$ cat src/rtl/event_pulse_stretcher.sv
// event_pulse_stretcher
// Turns single-cycle internal events into long, clean output pulses of fixed
// width, each followed by a mandatory low gap. Events that arrive while a pulse
// is running are queued in a saturating counter and replayed back-to-back.
//
// Optional feature macro: EVENT_PULSE_STRETCHER_QUEUE_EN
//   defined   -> pending queue built; busy-time events are queued up to MAX_PENDING
//   undefined -> no queue; pending_count tied to 0; every busy-time event dropped
//
// Ports:
//   clk            system clock, rising edge
//   rst            asynchronous active-high reset
//   event_strobe   single-cycle event request
//   stretched_out  registered pulse output
//   busy           registered, high whenever not idle
//   pending_count  registered count of queued, not-yet-started pulses
//   dropped_event  registered one-cycle strobe after a discarded event
module event_pulse_stretcher #(
  parameter int unsigned ON_WIDTH_IN_CLOCKS  = 25_000_000,
  parameter int unsigned GAP_WIDTH_IN_CLOCKS = 12_500_000,
  parameter int unsigned MAX_PENDING         = 3
) (
  input  logic                                 clk,
  input  logic                                 rst,
  input  logic                                 event_strobe,
  output logic                                 stretched_out,
  output logic                                 busy,
  output logic [$clog2(MAX_PENDING+1)-1:0]     pending_count,
  output logic                                 dropped_event
);

  localparam int unsigned CNT_MAX = (ON_WIDTH_IN_CLOCKS > GAP_WIDTH_IN_CLOCKS) ?
                                    ON_WIDTH_IN_CLOCKS : GAP_WIDTH_IN_CLOCKS;
  localparam int unsigned CW = $clog2(CNT_MAX + 1);
  localparam int unsigned PW = $clog2(MAX_PENDING + 1);

  typedef enum logic [1:0] {
    IDLE = 2'd0,
    ON   = 2'd1,
    GAP  = 2'd2
  } state_t;

  state_t          state_q, state_d;
  logic [CW-1:0]   cnt_q, cnt_d;
  logic            drop_d;
  logic            busy_event_c;
  logic            last_on_c, last_gap_c;

`ifdef EVENT_PULSE_STRETCHER_QUEUE_EN
  logic [PW-1:0]   pend_q, pend_d;
  assign pending_count = pend_q;
`else
  assign pending_count = PW'(0);
`endif

  assign last_on_c  = (cnt_q == CW'(ON_WIDTH_IN_CLOCKS - 1));
  assign last_gap_c = (cnt_q == CW'(GAP_WIDTH_IN_CLOCKS - 1));

  // Next-state, counter, queue and drop decisions
  always_comb begin
    state_d      = state_q;
    cnt_d        = cnt_q + CW'(1);
    drop_d       = 1'b0;
    busy_event_c = 1'b0;
`ifdef EVENT_PULSE_STRETCHER_QUEUE_EN
    pend_d       = pend_q;
`endif

    case (state_q)
      IDLE: begin
        cnt_d = '0;
        if (event_strobe) state_d = ON;
      end

      ON: begin
        busy_event_c = event_strobe;
        if (last_on_c) begin
          state_d = GAP;
          cnt_d   = '0;
        end
      end

      GAP: begin
        if (last_gap_c) begin
          cnt_d = '0;
`ifdef EVENT_PULSE_STRETCHER_QUEUE_EN
          // A fresh event here starts the next pulse directly, leaving the queue alone
          if (event_strobe) begin
            state_d = ON;
          end else if (pend_q != PW'(0)) begin
            state_d = ON;
            pend_d  = pend_q - PW'(1);
          end else begin
            state_d = IDLE;
          end
`else
          busy_event_c = event_strobe;
          state_d      = IDLE;
`endif
        end else begin
          busy_event_c = event_strobe;
        end
      end

      default: begin
        state_d = IDLE;
        cnt_d   = '0;
      end
    endcase

    // Events seen while busy: queue if room, otherwise discard
`ifdef EVENT_PULSE_STRETCHER_QUEUE_EN
    if (busy_event_c) begin
      if (pend_q < PW'(MAX_PENDING)) pend_d = pend_q + PW'(1);
      else                           drop_d = 1'b1;
    end
`else
    if (busy_event_c) drop_d = 1'b1;
`endif
  end

  // State and registered outputs; outputs follow the next state so they line up
  // with the state they describe
  always_ff @(posedge clk or posedge rst) begin
    if (rst) begin
      state_q       <= IDLE;
      cnt_q         <= '0;
      stretched_out <= 1'b0;
      busy          <= 1'b0;
      dropped_event <= 1'b0;
`ifdef EVENT_PULSE_STRETCHER_QUEUE_EN
      pend_q        <= '0;
`endif
    end else begin
      state_q       <= state_d;
      cnt_q         <= cnt_d;
      stretched_out <= (state_d == ON);
      busy          <= (state_d != IDLE);
      dropped_event <= drop_d;
`ifdef EVENT_PULSE_STRETCHER_QUEUE_EN
      pend_q        <= pend_d;
`endif
    end
  end

endmodule
$ cat config.mk
export PLATFORM = sky130hd
export DESIGN_NAME = event_pulse_stretcher
export DESIGN_NICKNAME = d
export VERILOG_FILES = /design/src/rtl/event_pulse_stretcher.sv
export SDC_FILE = /design/constraint.sdc
export NUM_CORES = 1
export LEC_CHECK = 0
export BUFFER_PORTS_ARGS = -buffer_cell sky130_fd_sc_hd__buf_2
export CAP_MARGIN = 40
export CORE_MARGIN = 2
export CORE_UTILIZATION = 30
export DETAILED_ROUTE_END_ITERATION = 10
export PLACE_DENSITY = 0.49
export SETUP_SLACK_MARGIN = 0.3
export SLEW_MARGIN = 20
export SYNTH_ARGS = -nofsm -noshare
export SYNTH_HDL_FRONTEND = slang
export SYNTH_SLANG_ARGS = --single-unit
$ cat constraint.sdc
create_clock -name clk -period 2.6 [get_ports clk]
set_clock_uncertainty 0.05 [all_clocks]
set_input_delay 0.26 -clock clk [delete_from_list [all_inputs] [get_ports clk]]
set_output_delay 0.26 -clock clk [all_outputs]
set_load 0.02 [all_outputs]
==> results of run 1 <==
-- worst paths after layout --
path | cells after the start | end
max in group asynchronous | 3 | cnt_q[6]$_DFF_PP0_
worst min register to register | 1 | cnt_q[0]$_DFF_PP0_
min in group clk | 2 | dropped_event$_DFF_PP0_
worst max register to register | 5 | busy$_DFF_PP0_
worst max-delay path | 5 | busy$_DFF_PP0_
worst min-delay path | 3 | state_q[0]$_DFF_PP0_
-- cells by family (layout without fill, tap and decap cells) --
| kind of cell | after synthesis | after routing | share of synthesized area (%) |
|---|---|---|---|
| AO/OA/AOI/OAI | 11 | 11 | 4.82 |
| XOR/XNOR | 23 | 23 | 12.5 |
| adder cells (fa/ha/maj) | 5 | 5 | 3.89 |
| buffers and inverters | 12 | 25 | 3.42 |
| flip-flops | 30 | 30 | 46.6 |
| other | 1 | 2 | 0.233 |
| AND/OR/NAND/NOR | 80 | 80 | 28.5 |
-- per-layer routing --
layer	track usage (%)	part of all wire (%)
met5	0	0
met4	4.46	1.1
met3	3.88	4.1
met2	17.9	45
met1	16.2	50
-- power groups by stage --
stage                     clock (uW)  combinational, uW  sequential [uW]
final                            384                284              540
after global routing             424                323              545
after CTS                        401                280              540
after detailed placement           0                279              548
after global placement             0                279              548
after floorplan                    0                180              569
-- worst max-delay path: stages, from the launching register on --
cell     delay [ps]
dfrtp_2         440
or4_4           590
nor3_4          200
and3_4          200
o32ai_2          90
or4_1           530
-- through the flow --
stage	instance area [sq um]	power, uW
2_1_floorplan	1610	748
3_3_place_gp	1720	826
3_5_place_dp	1720	827
4_1_cts	1810	1220
5_1_grt	1840	1290
6_report	1840	1210
-- registers in the layout (all words and copies together), names as in the netlist --
register and flops:
busy 1, dropped_event 1, state_q 2, stretched_out 1, cnt_q 25
-- synth_stat cells (2+ instances only) --
master / instances
a21oi_1: 4
nor3b_1: 2
nand2_1: 9
xor2_1: 19
buf_2: 2
a211oi_1: 2
o21ai_0: 2
nand4_1: 10
nor2_1: 30
and3_1: 5
and4_1: 2
xnor2_1: 4
nor4_4: 2
ha_1: 5
inv_1: 7
dfrtp_1: 30
buf_4: 2
nand3_1: 9
-- cells in the final DEF (no fill, tap or decap), types with 3 or more instances in the layout --
cell type / Yosys / routed
inv_1: 7 / 7
clkbuf_8: 0 / 6
ha_1: 5 / 5
nand3_1: 9 / 9
nand4_1: 10 / 10
a21oi_1: 4 / 3
buf_4: 2 / 5
nor2_1: 30 / 30
and3_1: 5 / 4
nand2_1: 9 / 9
xor2_1: 19 / 19
dfrtp_1: 30 / 29
xnor2_1: 4 / 4
buf_2: 2 / 5
-- layout make-up --
type	count	area, sq um	area share (%)
multi-input cells	121	823	44.7
well taps	70	87.6	4.75
repair buffers	10	62.6	3.39
inverters	7	26.3	1.43
flip-flops and latches	30	752	40.8
clock buffers	7	86.3	4.68
clock inverters	1	5.00	0.272
-- repair_timing --
item,CTS,global route
gates resized for setup,0,4
buffers inserted,0,2
setup endpoints to repair,0,4
==> qor.txt, run 1 <==
drt drc - 0
via count - 1,173
clk_lat worst skew - 280 ps
asr flop ratio synth - 100%
share of layout cells above drive strength 1 - 15.9%
Hold Fails Final Rpt - 6
DRT antenna net count - 0
min Tclk post-route - 2220 ps
vias in the first global route - 1,152
Combinational Power Share - 23.5%
Worst Path Arrival - 2320 ps
DR pass1 iterations - 4
largest net degree at the start of global routing - 31
Crit. End Element - register
Clock power frac - 31.8%
Hold WS - -1.93 ps
Crit Path Max Fanout - 6
Cell Count, Final, Fillers Out - 246
Synth Instances - 162
worst-margin pin slew - 579 ps
Max Buffers Root-to-Sink - 2
critical path class - reg -> reg
Row Count - 26
Yosys warning count - 0
Final Max Slew Viols - 0
# Max-Cap Violations - 0
Worst Setup SP - cnt_q[6]$_DFF_PP0_
failing checks - hold timing
first-pass GRT wire length - 5640 microns
highest clock rate - 450 MHz
global-route usage over all layers - 12.0%
GRT Residual Overflow - 0
Core Util, Final - 35.9%
setup TNS - 0 ps
Routed WL - 3170 microns
slack of the critical path - 378 ps
Post-Place Setup Slack - 356 ps
Switch Pwr - 397 uW
VDD IR max - 250 uV
R2R Setup Slk - 380 ps
I/O Buffers - 5
CTS tree - yes
Synth top area share - 46.6%
Post-DP HPWL - 2200 microns
syn_area_per_cell - 9.94 sq um
Worst EP required - 2700 ps
Ports - 8
Starting DRT DRC Count - 51
Switching Share - 32.8%
Die Width - 77.3 microns
number of setup violations in the final report - 0
H-Tree Depth - 2
post-synth cell types - 34
unrepaired setup endpoints after global routing - no
Synth Cell Area - 1610 sq um
Root Driver - clkbuf_8
register area share after synthesis - 46.6%
Initial Utilization - 31.3%
Synth area leader - dfrtp_1
placed insts - 236
crit path launch type - register
FF+latch count, synth - 30
routed vias/inst - 4.77
Total Nets Final - 183
reg2reg start - cnt_q[6]$_DFF_PP0_
Die Height - 77.3 microns
internal power - 812 uW
Rel. slew slack - 61.1%
wire per inst - 12.9 microns
die area - 5970 sq um
worst min path class - in -> async
Synth area leaders - dfrtp_1, xor2_1, nor2_1, ha_1, nand4_1
CTS Buf Count - 5
initial antenna violation count - 0
CTS sink count - 30
post-route clock period utilization - 85.4%
Layout fillers - 545
Ant. Diodes - 0
GPL Wtd Cong - 0.943
Syn-to-layout area delta - 14.5%
power per cell area - 656 nW/um^2
Hold Buf Count CTS - 0
Leak - 0.000793 uW
Clock transition at path regs - 60 ps
core footprint - 5140 sq um
Flop pwr share - 44.7%
commonest register cell after synthesis - dfrtp_1
status - finished, violations left
Post-synth EDFFs - 0
(Power assumes the default switching activity.)
==> run 2, diff against run 1 <==
--- a/config.mk
+++ b/config.mk
@@ -11,6 +11,8 @@
 export CORE_UTILIZATION = 30
 export DETAILED_ROUTE_END_ITERATION = 10
 export PLACE_DENSITY = 0.49
+export RECOVER_POWER = 50
+export REMOVE_ABC_BUFFERS = 1
 export SETUP_SLACK_MARGIN = 0.3
 export SLEW_MARGIN = 20
 export SYNTH_ARGS = -nofsm -noshare
==> run 2 against run 1 <==
Effect of this change: the flow now finishes without violations; combinational power shrank 4%; non-clock buffer count grew 4; design area grew 1.5%; first-iteration DRC count shrank 2.0%; via count grew 1.4%; cell count grew 1.6%; worst hold slack gained 170 ps; register-to-register slack is essentially flat; sequential share of layout area shrank 0.53 points; power is essentially flat; count of clock-buffer cells in the layout is the same; utilization grew 0.54 points.
==> qor.txt, run 2 (synthesis gave the netlist of run 1 again) <==
# Max-Cap Violations - 0
crit path launch type - register
core footprint - 5140 sq um
post-route clock period utilization - 85.2%
DR WL met2 - 1500 microns
Clock transition at path regs - 70 ps
DR pass1 iterations - 4
cells on worst reg2reg path - 5
cell family with most CP delay - simple AND/OR/NAND/NOR gates
CTS sink count - 30
reg2reg start - cnt_q[16]$_DFF_PP0_
Die Width - 77.3 microns
highest clock rate - 451 MHz
setup TNS - 0 ps
max layer used - met4
vias in the first global route - 1,206
status - finished clean
critical path class - reg -> reg
Hold EP - dropped_event$_DFF_PP0_
Starting DRT DRC Count - 50
Rel. slew slack - 38.8%
CP max stage delay - 540 ps
worst-margin pin slew - 918 ps
max reg flops - 25
Routed WL - 3230 microns
Worst Setup SP - cnt_q[16]$_DFF_PP0_
wire per inst - 12.9 microns
clk_lat worst skew - 290 ps
most flop-heavy register - cnt_q
H-Tree Depth - 2
R2R Setup Slk - 380 ps
Worst EP required - 2700 ps
Flop pwr share - 44.9%
met1 wire length - 1500 microns
min Tclk post-route - 2220 ps
Crit. End Element - register
Ant. Diodes - 0
Final Max Slew Viols - 0
GPL Wtd Cong - 0.851
Worst Path Arrival - 2320 ps
Max Buffers Root-to-Sink - 2
internal power - 807 uW
die area - 5970 sq um
GRT Residual Overflow - 0
Post-DP HPWL - 2260 microns
routed vias/inst - 4.76
most frequent cells in the layout - nor2_1, dfrtp_1, xor2_1
number of setup violations in the final report - 0
CTS Buf Count - 5
Switching Share - 33.3%
Hold Fails Final Rpt - 0
Cell Chain, Critical Path - or4bb_4 -> nor4_4 -> and3_1 -> o32ai_2 -> or4_1
Syn-to-layout area delta - 16.2%
drt drc - 0
DRT antenna net count - 0
first-pass GRT wire length - 5480 microns
CP max-delay cell - or4bb_4
Initial Utilization - 31.3%
most common cell after layout, fill and taps aside - nor2_1
via count - 1,190
Buffers & Inverters on Critical Path - 0
Placed Area - 1720 sq um
Crit Path Max Fanout - 5
largest net degree at the start of global routing - 26
global-route usage over all layers - 12.0%
Hold Path Cell Cnt - 2
worst min path class - in -> reg
Die Height - 77.3 microns
Leak - 0.000799 uW
initial antenna violation count - 0
Hold WS - 171 ps
metal3 WL - 146 microns
Clock power frac - 32.4%
VDD IR max - 252 uV
post-route cell area - 1870 sq um
biggest regs - cnt_q (25), state_q (2)
placed insts - 236
Total Nets Final - 187
Ports - 8
Cell Count, Final, Fillers Out - 250
power per cell area - 646 nW/um^2
Combinational Power Share - 22.7%
CTS tree - yes
unrepaired setup endpoints after global routing - no
overall power - 1210 uW
Switch Pwr - 402 uW
I/O Buffers - 5
Root Driver - clkbuf_8
worst hold path startpoint - event_strobe
Row Count - 26
worst reg2reg endpoint - busy$_DFF_PP0_
share of layout cells above drive strength 1 - 16.1%
## run 2: layout make-up
| cell class | instances | area [sq um] |
|---|---|---|
| Tap cell | 70 | 87.6 |
| Sequential cell | 30 | 753 |
| Fill cell | 542 | 3270 |
| Inverter | 7 | 26.3 |
| Clock inverter | 1 | 5.00 |
| Timing Repair Buffer | 14 | 87.6 |
| Multi-Input combinational cell | 121 | 825 |
| Clock buffer | 7 | 86.3 |
## run 2: layer usage
| metal | global-route usage, % | vias up |
|---|---|---|
| met1 | 14.8 | 580 |
| met4 | 7.86 | 0 |
| met2 | 18.0 | 18 |
| met3 | 3.76 | 6 |
| met5 | 0 | - |
| li1 | - | 586 |
## run 2: what timing repair did
item,in CTS,in global routing
endpoints found under the hold margin,14,0
hold buffers,1,0
setup endpoints to repair,0,2
setup buffers,0,5
resized for setup,0,6
## run 2: worst max path at each step
stage | slack, ps | end | cells past startpoint
floorplan | 400 | cnt_q[10]$_DFF_PP0_ | 5
global placement | 390 | busy$_DFF_PP0_ | 5
detailed placement | 350 | busy$_DFF_PP0_ | 5
CTS | 330 | busy$_DFF_PP0_ | 5
global route | 300 | busy$_DFF_PP0_ | 5
finish | 380 | busy$_DFF_PP0_ | 5
## run 2: stage by stage
step	utilization (%)	setup WS [ps]
global placement	33.5	387
CTS	35.4	334
detailed placement	33.5	347
finish	36.4	384
global route	36.4	299
floorplan	-	404
## run 2: worst register-to-register path, stage by stage (launching register included)
cell	delay, ps
dfrtp_2	440
or4bb_4	540
nor4_4	250
and3_1	200
o32ai_2	90
or4_1	520
## run 2: power by group through the flow
| stage | registers (uW) | logic [uW] | clock network (uW) |
|---|---|---|---|
| global placement | 549 | 276 | 0 |
| global route | 549 | 307 | 427 |
| detailed placement | 550 | 277 | 0 |
| floorplan | 569 | 164 | 0 |
| CTS | 541 | 278 | 406 |
| finish | 543 | 274 | 392 |
